<file path="config.mk">
export PLATFORM = sky130hd
export DESIGN_NAME = fc_classify
export DESIGN_NICKNAME = d
export VERILOG_FILES = /design/src/rtl/fc_pkg.sv /design/src/rtl/fc_classify_mac_s8.sv /design/src/rtl/fc_classify.sv
export SDC_FILE = /design/constraint.sdc
export NUM_CORES = 1
export LEC_CHECK = 0
export CAP_MARGIN = 40
export CORE_AREA = 2 2 249 251
export CTS_BUF_LIST = sky130_fd_sc_hd__clkbuf_8
export DETAILED_ROUTE_END_ITERATION = 10
export DIE_AREA = 0 0 251 253
export DONT_BUFFER_PORTS = 1
export PLACE_DENSITY_LB_ADDON = 0.2
export SLEW_MARGIN = 5
export SYNTH_ARGS = -nofsm -noshare
export SYNTH_HDL_FRONTEND = slang
export SYNTH_SLANG_ARGS = --single-unit
</file>
<file path="constraint.sdc">
create_clock -name clk -period 9.6 [get_ports clk]
set_input_delay 0.96 -clock clk [delete_from_list [all_inputs] [get_ports clk]]
set_output_delay 0.96 -clock clk [all_outputs]
set_load 0.02 [all_outputs]
</file>
<file path="src/rtl/fc_pkg.sv">
// Shared constants for the fully-connected classifier: sizes, ROM depth and FSM encoding.
package fc_pkg;

    localparam int N_IN      = 9;
    localparam int N_CLS     = 4;
    localparam int ACC_W     = 20;
    localparam int ROM_DEPTH = N_IN * N_CLS;
    localparam int ADDR_W    = 6;

    localparam logic [2:0] S_IDLE  = 3'd0;
    localparam logic [2:0] S_LATCH = 3'd1;
    localparam logic [2:0] S_MAC   = 3'd2;
    localparam logic [2:0] S_DRAIN = 3'd3;
    localparam logic [2:0] S_DONE  = 3'd4;

endpackage

</file>
<file path="src/rtl/fc_classify_mac_s8.sv">
// Signed 8x8 multiply-accumulate; clr restarts the sum from the current product.
module mac_s8
    import fc_pkg::*;
(
    input  logic                    clk,
    input  logic                    rst,
    input  logic                    en,
    input  logic                    clr,
    input  logic signed [7:0]       a,
    input  logic signed [7:0]       b,
    output logic signed [ACC_W-1:0] sum
);

    logic signed [ACC_W-1:0] acc;
    logic signed [15:0]      prod;

    // sum is the value acc takes at the next edge; the top uses it to commit scores without a bubble.
    always_comb begin
        prod = a * b;
        sum  = (clr ? '0 : acc) + {{(ACC_W-16){prod[15]}}, prod};
    end

    // NOTE: sequential state uses non-blocking assignments only, so every flop samples pre-edge values.
    always_ff @(posedge clk) begin
        if (rst) begin
            acc <= '0;
        end else if (en) begin
            acc <= sum;
        end
    end

endmodule

</file>
<file path="src/rtl/fc_classify.sv">
// Nine-input, four-class dense layer: streams weights from an external ROM and reports scores plus argmax.
module fc_classify
    import fc_pkg::*;
(
    input  logic                        clk,
    input  logic                        rst,
    input  logic                        start,
    input  logic [8*N_IN-1:0]           pool_lin_reg,
    output logic                        w_rd_en,
    output logic [ADDR_W-1:0]           w_addr,
    input  logic signed [7:0]           w_data,
    output logic                        busy,
    output logic                        done,
    output logic [N_CLS*ACC_W-1:0]      scores,
    output logic [1:0]                  cls_idx
);

    logic [2:0]              state;
    logic [2:0]              state_nxt;
    logic signed [7:0]       x_reg [N_IN];
    logic [3:0]              i_cnt;
    logic [1:0]              c_cnt;
    logic                    d_valid;
    logic [3:0]              d_i;
    logic [1:0]              d_c;
    logic signed [ACC_W-1:0] acc_next;
    logic signed [ACC_W-1:0] score_buf [N_CLS-1];
    logic signed [ACC_W-1:0] best_val;
    logic [1:0]              best_idx;
    logic                    last_in;

    always_comb begin
        state_nxt = state;
        case (state)
            S_IDLE:  if (start) state_nxt = S_LATCH;
            S_LATCH: state_nxt = S_MAC;
            S_MAC:   if (w_addr == ADDR_W'(ROM_DEPTH - 1)) state_nxt = S_DRAIN;
            S_DRAIN: state_nxt = S_DONE;
            S_DONE:  state_nxt = S_IDLE;
            default: state_nxt = S_IDLE;
        endcase
    end

    assign w_rd_en = (state == S_MAC);
    assign busy    = (state == S_LATCH) || (state == S_MAC) || (state == S_DRAIN);
    assign done    = (state == S_DONE);
    assign last_in = d_valid && (d_i == 4'(N_IN - 1));

    // NOTE: x_reg is a register array, not a RAM, so clearing it on reset costs nothing special.
    always_ff @(posedge clk) begin
        if (rst) begin
            state <= S_IDLE;
            for (int k = 0; k < N_IN; k++) x_reg[k] <= '0;
        end else begin
            state <= state_nxt;
            if (state == S_LATCH) begin
                for (int k = 0; k < N_IN; k++) x_reg[k] <= pool_lin_reg[8*k +: 8];
            end
        end
    end

    // Address walks c*9+i with i/c tracked alongside to avoid a divider on the return path.
    always_ff @(posedge clk) begin
        if (rst) begin
            w_addr  <= '0;
            i_cnt   <= '0;
            c_cnt   <= '0;
            d_valid <= 1'b0;
            d_i     <= '0;
            d_c     <= '0;
        end else begin
            d_valid <= w_rd_en;
            d_i     <= i_cnt;
            d_c     <= c_cnt;
            if (state == S_MAC) begin
                if (state_nxt != S_MAC) begin
                    w_addr <= '0;
                    i_cnt  <= '0;
                    c_cnt  <= '0;
                end else begin
                    w_addr <= w_addr + 1'b1;
                    if (i_cnt == 4'(N_IN - 1)) begin
                        i_cnt <= '0;
                        c_cnt <= c_cnt + 1'b1;
                    end else begin
                        i_cnt <= i_cnt + 1'b1;
                    end
                end
            end
        end
    end

    mac_s8 u_mac (
        .clk (clk),
        .rst (rst),
        .en  (d_valid),
        .clr (d_i == 4'd0),
        .a   (x_reg[d_i]),
        .b   (w_data),
        .sum (acc_next)
    );

    always_ff @(posedge clk) begin
        if (rst) begin
            for (int c = 0; c < N_CLS - 1; c++) score_buf[c] <= '0;
            best_val <= '0;
            best_idx <= '0;
        end else if (last_in) begin
            if (d_c != 2'(N_CLS - 1)) score_buf[d_c] <= acc_next;
            // Strict compare keeps the lower index on ties; class 0 always seeds the best.
            if (d_c == 2'd0 || acc_next > best_val) begin
                best_val <= acc_next;
                best_idx <= d_c;
            end
        end
    end

    // Published results change only on entry to DONE; the last class bypasses the buffer.
    always_ff @(posedge clk) begin
        if (rst) begin
            scores  <= '0;
            cls_idx <= '0;
        end else if (state == S_DRAIN) begin
            for (int c = 0; c < N_CLS - 1; c++) scores[c*ACC_W +: ACC_W] <= score_buf[c];
            scores[(N_CLS-1)*ACC_W +: ACC_W] <= acc_next;
            cls_idx <= (acc_next > best_val) ? 2'(N_CLS - 1) : best_idx;
        end
    end

endmodule

</file>
**Yosys cells after proc, flatten, opt, wreduce, memory -nomap -nowiden**

Memories as Yosys holds them, arrays and structs flattened. A register that Yosys moved wholly into a read port is not among the register bits.
Index checks and enable logic that the tools add are counted.

- Flip-flop bits (word level): 146
- RAM bits: 132
- Input bits: 83
- Output and inout bits: 91
- Logic and storage cells: 81
- Memories: 2

Memories:

| memory | words | bits a word | rd ports | clocked after Yosys merged registers in | wr ports | RTL line | source |
|---|---|---|---|---|---|---|---|
| x_reg | 9 | 8 | 1 | 1 | 9 | fc_classify.sv:20 | `logic signed [7:0] x_reg [N_IN];` |
| score_buf | 3 | 20 | 3 | 3 | 3 | fc_classify.sv:27 | `logic signed [ACC_W-1:0] score_buf [N_CLS-1];` |

- $add $sub $neg: 4
- Multiply operators: 1
- Magnitude comparators: 1
- Equality and inequality tests: 9
- Muxes and demuxes: 32
- Bitwise operators: 9
- Reduce and logical (&&, ||, !) cells: 11

Operator list:

| operator | number |
|---|---|
| $mux 8 | 9 |
| $mux 20 | 2 |
| $add 20x20->20 | 1 |
| $gt 20x20->1 | 1 |
| $reduce_or 20->1 | 1 |
| $mul 8x8->16 | 1 |
| $mux 4 | 3 |
| $pmux 3 s4 | 1 |
| $mux 1 | 10 |
| $or 1x1->1 | 9 |
| $eq 4x4->1 const B | 2 |
| $mux 2 | 4 |
| $add 6x1->6 const B | 1 |
| $eq 3x2->1 const B | 2 |
| $eq 6x6->1 const B | 1 |
| $mux 3 | 2 |
| $mux 6 | 1 |
| $add 4x1->4 const B | 1 |
| $logic_not 4->1 | 1 |
| $reduce_and 2->1 | 2 |
| $eq 3x1->1 const B | 1 |
| $eq 3x3->1 const B | 1 |
| $logic_not 3->1 | 1 |
| $logic_or 1x1->1 | 3 |
| other kinds (6) | 6 |

**Longest topological paths before layout**

Gate-level depths: netlist of run 1.

- Depth after elaboration: 7
- Gate-level depth with buffers: 44
- Depth with buffers taken out: 41

**Cells and area by module**

A second synthesis of run 1 with hierarchy kept.

- Cell total of the unflattened synthesis: 1490
- Area total of the unflattened synthesis: 15175.8 sq um

By module, submodules not included:

| module | instances | cells an instance | area an instance (sq um) |
|---|---|---|---|
| fc_classify | 1 | 971 | 10699.0 |
| mac_s8 | 1 | 519 | 4476.8 |

**Worst setup path before layout of run 1**

No wires, ideal clock.

- Path type: flip-flop to flip-flop
- Start point: register d_i[0]
- End point: register best_val[15]
- Library setup time: 0.086 ns
- Arrival time: 9.237 ns
- Required time: 9.514 ns
- Slack: 0.277 ns
- Cell stages (with the launch flop): 42
- Path buffers: 3
- Clock period less this slack: 9.323 ns
- Path through: dfxtp_1 -> buf_2 -> buf_2 -> mux4_2 -> mux2i_1 -> nor2_1 -> a21oi_1 -> nor2b_1 -> fa_1 -> inv_1 -> fa_1 -> inv_1 -> fa_1 -> inv_1 -> fa_1 -> inv_1 -> ha_1 -> a21oi_1 -> [6 not listed] -> a21oi_1 -> o21bai_1 -> nor4_1 -> a211oi_4 -> o21ai_0 -> o2bb2ai_2 -> xor2_1 -> inv_1 -> ha_1 -> nand2_1 -> nor2_1 -> nand3_1 -> or4_1 -> nand3_1 -> a2bb2oi_1 -> buf_4 -> nand2_1 -> a211oi_1

- Word-level cells in the longest chain between the ends: 6
- Elaborated cells between the ends (all ways): 8
- Those cells by class: add/sub (1); order compare (1); eq/ne (1); mux (1); reduce/logical (4)

Ends and longest elaborated chain:

| what | RTL line | source |
|---|---|---|
| start: declaration | fc_classify.sv:24 | `logic [3:0] d_i;` |
| start signal: assignment | fc_classify.sv:73 | `d_i <= i_cnt;` |
| $logic_not 4->1 | fc_classify.sv:97 | `.clr (d_i == 4'd0),` |
| $mux 20 | fc_classify_mac_s8.sv:20 | `sum = (clr ? '0 : acc) + {{(ACC_W-16){prod[15]}}, prod};` |
| $add 20x20->20 | fc_classify_mac_s8.sv:20 |  |
| via acc_next[19] | fc_classify.sv:26 | `logic signed [ACC_W-1:0] acc_next;` |
| $gt 20x20->1 | fc_classify.sv:111 | `if (d_c == 2'd0 \|\| acc_next > best_val) begin` |
| $logic_or 1x1->1 | fc_classify.sv:111 |  |
| $reduce_and 2->1 (no line) | - |  |
| end signal: assignment | fc_classify.sv:112 | `best_val <= acc_next;` |
| end: declaration | fc_classify.sv:28 | `logic signed [ACC_W-1:0] best_val;` |

The timed path passes the listed nets, and every way through them passes these cells.
A chain may end at the register's enable or synchronous reset.

**Worst setup path after layout of run 1**

- Start point: register d_i[0]
- End point: register best_val[4]

Same word-level chain as after synthesis.

==> run metrics, run 1 <==
register area 0.006890 mm²; Pwr per Cell Area 303.6 mW/mm²; # setup viols final 0; Overflow after GRT 0; placed cell count 2,295; Seq cells post-synth 278; largest net degree at the start of global routing 159; max FFs per register 80; switching pwr 2357 µW; Hold Fails Final Rpt 0; vias in the first global route 10,800; met2 Use GR 21.55%; die height 253 µm; Least-Margin Pin Slew 0.8849 ns; Logic pwr share 53.2%; asr flop ratio synth 0%; Critical Path Sink Type flip-flop; Final #Nets 1,776; Post-DP Area 0.01621 mm²; synthesis-to-finish area growth 16.63%; port bufs 0; Critical Setup Path Class reg -> reg; CP max-delay cell fa_1; Yosys top cell area share 26.35%; Via density 4.414; worst skew pair latency 0.65 ns; DRC viols 0; DPL Wire Length 28.83 mm; I/O pin total 174; fraction of layout cells with a size suffix above 1 12.69%; CP startpoint kind flip-flop; status finished clean; CP required 10.11 ns; synthesis warning total 0; RD Place Congestion 0.8154; Multi-input gate area 0.007488 mm²; R2R Setup Slk 0.49 ns; area leader, netlist edfxtp_1; Finished Cell Area 0.01755 mm²; main area contributors after synthesis edfxtp_1 26%, dfxtp_1 19%, fa_1 7.5%; final WL 40.79 mm; register area share after synthesis 45.78%; Clock transition at path regs 0.06 ns; Highest Clock Rate 109.8 MHz; clk buf depth 3; num rows 91; Hold/Removal Path Class in -> reg; WL per Instance 16.95 µm; Main synth FF type dfxtp_1; most frequent cells in the layout 173 x nand2_1, 156 x inv_1, 145 x dfxtp_1, 137 x nor2_1, 132 x edfxtp_1; CP arrival 9.62 ns; FILL cells 6,449; DR vias 10,620; CTS Root Cell clkbuf_8; Worst IR Drop VDD 0.2856 mV; fin. max-slew vios 0; setup TNS 0 ns; Starting DRT DRC Count 613; syn_nets 1,742; core box area 0.06103 mm²; part of the cycle the worst path needs 94.88%; Clock Power Share 21.8%; Worst Clk Skew 0.04844 ns; Post-synth EDFFs 132; Initial Util 24.65%; met3 usage 3.207%; initial antenna violation count 12; max_slew headroom 41.01%; mapped cell area 0.01504 mm²; Pre-antenna DRT Iters 4; overall routing resource usage 12.78%; final cell count without fillers 2,406; first-pass GRT wire length 63.01 mm; Internal 2971 µW; total leakage power 0.006578 µW; post-route antenna net violation count 0; Distinct cells, synth 73; M1 GR Usage 15.84%; CTS buffer count 51; Clock Sinks 278; Synth Instances 1,535; MaxCap Viol Count 0; grt peak-use layer met2; Max stage delay on crit path 0.55 ns; CTS tree done; switch share 44.24%; Tmin final 9.108 ns; H-tree depth 2; Syn Area/Cell 9.800 µm²; Die ar. 0.06350 mm²; Flop pwr share 25.0%; commonest non-fill, non-tap cell in the layout nand2_1; die width 251 µm; CP Max Fanout 14; Power Total 5327 µW
cells by family after synthesis:
kind of cell / synth area share [%]
mux: 3.992
buf+inv: 5.714
simple gates: 19.25
xor+xnor: 1.688
flops: 45.78
compound gates: 10.46
fa+ha+maj: 13.11
power groups by stage:
stage / logic [µW] / registers (µW) / clock network (µW)
floorplan: 1670 / 1350 / 0
global placement: 2700 / 1360 / 0
detailed placement: 2730 / 1360 / 0
CTS: 2740 / 1330 / 1210
global route: 3170 / 1340 / 1260
finish: 2830 / 1330 / 1160
worst paths after layout:
path	startpoint	endpoint	cells after the start
worst max-delay path	d_i[0]$_SDFF_PP0_	best_val[4]$_SDFFE_PP0P_	39
worst min-delay path	rst	w_addr[4]$_SDFFE_PP0P_	1
worst max register to register	d_i[0]$_SDFF_PP0_	best_val[4]$_SDFFE_PP0P_	39
worst min register to register	best_val[7]$_SDFFE_PP0P_	best_val[7]$_SDFFE_PP0P_	2
area by class of cell:
type | count | share of cell area, %
diodes | 9 | 0.1284
clock buffers | 61 | 4.785
clock inverters | 30 | 1.098
inverters | 142 | 3.038
multi-input cells | 1034 | 42.68
flip-flops and latches | 278 | 39.27
well taps | 790 | 5.634
repair buffers | 62 | 3.366
per-stage QoR:
stage               hold slack, ns  util, %  setup WS (ns)
finish                      0.4276    28.75         0.4920
detailed placement          0.4603    26.56        -0.1294
floorplan                   0.4449        -         0.2775
global placement            0.4525    26.32       -0.01688
global route                0.3849    28.73       -0.03927
CTS                         0.3615    28.26       0.004070
Yosys cell counts, drive strengths merged, types with 10 or more instances:
library cell  instances
nand2               174
dfxtp               146
inv                 141
nor2                137
edfxtp              132
a21oi               128
and2                 82
ha                   68
nor2b                65
clkbuf               63
fa                   56
nand3                33
o21ai                29
mux2i                24
nand2b               24
o211ai               23
xnor2                21
nor3                 19
buf                  18
mux4                 16
a211oi               15
and3                 10
repair_timing:
item / 4_1_cts / 5_1_grt
gates cloned: 0 / 1
pin swaps: 0 / 12
setup buffers: 0 / 10
hold buffers: 0 / 0
setup endpoints to repair: 15 / 24
gates resized for setup: 2 / 41
per-layer routing:
layer	vias up	wire length, µm
met5	-	35
met4	6	1150
met3	74	2142
met2	224	19210
met1	5045	18240
li1	5270	-
worst max-delay path: cells and delay by family, from the launching register on:
| kind | cells | cell delay [ns] |
|---|---|---|
| AOI/OAI and AO/OA | 11 | 1.95 |
| xor gates and xnor gates | 1 | 0.09 |
| adders and majority gates | 7 | 2.83 |
| buffers and inverters | 8 | 0.97 |
| DFF | 1 | 0.38 |
| muxes | 2 | 0.75 |
| and+or+nand+nor | 10 | 2.02 |
Note: power is estimated with default switching activity, not from simulation.
==> run 2, diff against run 1 <==
--- a/config.mk
+++ b/config.mk
@@ -10,2 +10,3 @@
 export CTS_BUF_LIST = sky130_fd_sc_hd__clkbuf_8
+export CTS_CLUSTER_DIAMETER = 150
 export DETAILED_ROUTE_END_ITERATION = 10
@@ -14,2 +15,3 @@
 export PLACE_DENSITY_LB_ADDON = 0.2
+export RECOVER_POWER = 100
 export SLEW_MARGIN = 5
==> constraint.sdc (replaced) <==
create_clock -name clk -period 9.6 [get_ports clk]
set_input_delay 1.92 -clock clk [delete_from_list [all_inputs] [get_ports clk]]
set_output_delay 1.92 -clock clk [all_outputs]
set_load 0.02 [all_outputs]
==> run metrics, run 2 (synthesis gave the netlist of run 1 again) <==
first-pass GRT wire length 63.66 mm (+1.0%); post-route antenna net violation count 0 (unchanged); CTS tree done; R2R Setup Slk 0.44 ns (-0.05 ns); CP startpoint kind flip-flop; I/O pin total 174 (unchanged); met3 usage 3.762% (+0.56 points); fin. max-slew vios 197 (+197); Least-Margin Pin Slew 3.694 ns (+2.810 ns); Critical path buffers and inverters 8 (unchanged); Critical Setup Path Class reg -> reg; CTS Root Cell clkbuf_8; fraction of layout cells with a size suffix above 1 11.88% (-0.82 points); setup TNS 0 ns (unchanged); Final #Nets 1,791 (+0.84%); port bufs 0 (unchanged); met2 Use GR 21.71% (+0.16 points); CP Max Fanout 14 (unchanged); Max stage delay on crit path 0.55 ns (about the same); final WL 41.49 mm (+1.7%); CTS hold repair buffers 0 (unchanged); WL per Instance 17.15 µm (+1.1%); Starting DRT DRC Count 510 (-17%); most frequent CP cell fa_1; Overflow after GRT 0 (unchanged); status finished, violations left; DRC viols 0 (unchanged); Clock Sinks 278 (unchanged); Initial Util 24.65% (unchanged); Worst Clk Skew 0.03811 ns (-0.01033 ns); die width 251 µm (unchanged); Highest Clock Rate 109.2 MHz (-0.57%); max FFs per register 80 (unchanged); Clock transition at path regs 0.06 ns (about the same); vias in the first global route 10,800 (+0.037%); Die ar. 0.06350 mm² (unchanged); largest net degree at the start of global routing 159 (unchanged); total leakage power 0.006487 µW (-1.4%); DPL Wire Length 29.58 mm (+2.6%); H-tree depth 2 (unchanged); end of the worst hold path best_val[10]$_SDFFE_PP0P_; initial antenna violation count 10 (-2); max_slew headroom -146.3% (-190 points); RD Place Congestion 0.8144 (-0.12%); overall routing resource usage 12.93% (+0.15 points); Pwr per Cell Area 313.1 mW/mm² (+3.1%); Hold Fails Final Rpt 0 (unchanged); CP required 10.11 ns (about the same); worst r2r dst best_val[3]$_SDFFE_PP0P_; synthesis-to-finish area growth 16.08%; Worst IR Drop VDD 0.1990 mV (-30%); Post-DP Area 0.01640 mm² (+1.2%); HP Start best_val[10]$_SDFFE_PP0P_; most frequent cells in the layout 173 x nand2_1, 157 x inv_1, 144 x dfxtp_1, 137 x nor2_1, 132 x edfxtp_1; failing checks max-capacitance violations, max-slew violations; # setup viols final 0 (unchanged); worst skew pair latency 0.64 ns (about the same); Power Total 5466 µW (+2.6%); grt peak-use layer met2; FF-to-FF Start d_i[0]$_SDFF_PP0_; clk buf depth 3 (unchanged); Hold Path Stages 2 (+1); DR vias 10,710 (+0.89%); part of the cycle the worst path needs 95.42% (+0.55 points); Finished Cell Area 0.01746 mm² (-0.48%); commonest non-fill, non-tap cell in the layout nand2_1; Pre-antenna DRT Iters 4 (unchanged); core box area 0.06103 mm² (unchanged); Fin Hold WS 0.4662 ns (+0.03853 ns); die height 253 µm (unchanged); Critical Path Sink Type flip-flop; FF-to-FF path depth 40 (+2.6%); Hold/Removal Path Class reg -> reg; CTS buffer count 52 (+2.0%); MaxCap Viol Count 3 (+3); Via density 4.427 (+0.30%); Tmin final 9.161 ns (+0.05262 ns); M1 GR Usage 15.90% (+0.062 points); CP max-delay cell fa_1; Crit path max-delay family adder cells; num rows 91 (unchanged); CP arrival 9.67 ns (+0.05 ns)
[run 2: report_power, final]
| group | internal (µW) | switching, µW | total [µW] |
|---|---|---|---|
| clock | 618 | 544 | 1160 |
| sequential | 1300 | 37.0 | 1340 |
| combinational | 1110 | 1860 | 2970 |
| total | 3030 | 2440 | 5470 |
[run 2: per-stage QoR]
stage	instances	utilization, %	worst slack, ns
after floorplan	1535	-	0.2123
after global placement	2309	26.62	0.04944
after detailed placement	2317	26.87	-0.03276
after CTS	2412	28.60	0.001246
after global routing	2418	28.60	-0.009306
final	2420	28.61	0.4394
[run 2: what timing repair did]
action                     in CTS  in global routing
gates cloned                    0                  0
hold endpoints to repair        0                  0
setup endpoints to repair       1                 24
gates resized for setup         1                 27
buffers inserted                0                  3
pin swaps                       0                  5
[run 2: final cells by class]
type	instances	area, µm²
inverters	142	533.0
multi-input cells	1034	7402
clock inverters	33	198.9
clock buffers	62	853.3
fillers	6458	43570
well taps	790	988.4
flip-flops and latches	278	6889
repair buffers	76	584.3
diodes	5	12.51
[run 2: worst max-delay path by stage]
stage                 startpoint                        end  slack [ns]  depth (start not counted)
3_5_place_dp           w_data[4]   best_val[3]$_SDFFE_PP0P_       -0.03                         34
5_1_grt        d_i[0]$_SDFF_PP0_   best_val[1]$_SDFFE_PP0P_      -0.009                         38
4_1_cts        d_i[0]$_SDFF_PP0_   best_val[3]$_SDFFE_PP0P_       0.001                         40
2_1_floorplan          w_data[4]  best_val[15]$_SDFFE_PP0P_        0.21                         35
3_3_place_gp           w_data[4]   best_val[0]$_SDFFE_PP0P_        0.05                         34
6_report       d_i[0]$_SDFF_PP0_   best_val[3]$_SDFFE_PP0P_        0.44                         40
[run 2: layer usage]
metal	vias up	share of wire, %
met5	-	0.17
met4	10	2.2
met3	65	5.7
met2	240	48
met1	5086	44
li1	5312	-
[run 2: worst min-delay path: cells and delay by family (launching register included)]
| family | cells | cell delay [ns] |
|---|---|---|
| compound gates | 1 | 0.05 |
| flops | 1 | 0.31 |
| simple gates | 1 | 0.06 |
==> run 3, diff against run 2 <==
- SKIP_LAST_GASP: unset -> 1
==> results of run 3 <==
The final DEF is identical to that of run 2; final timing and power are the same.
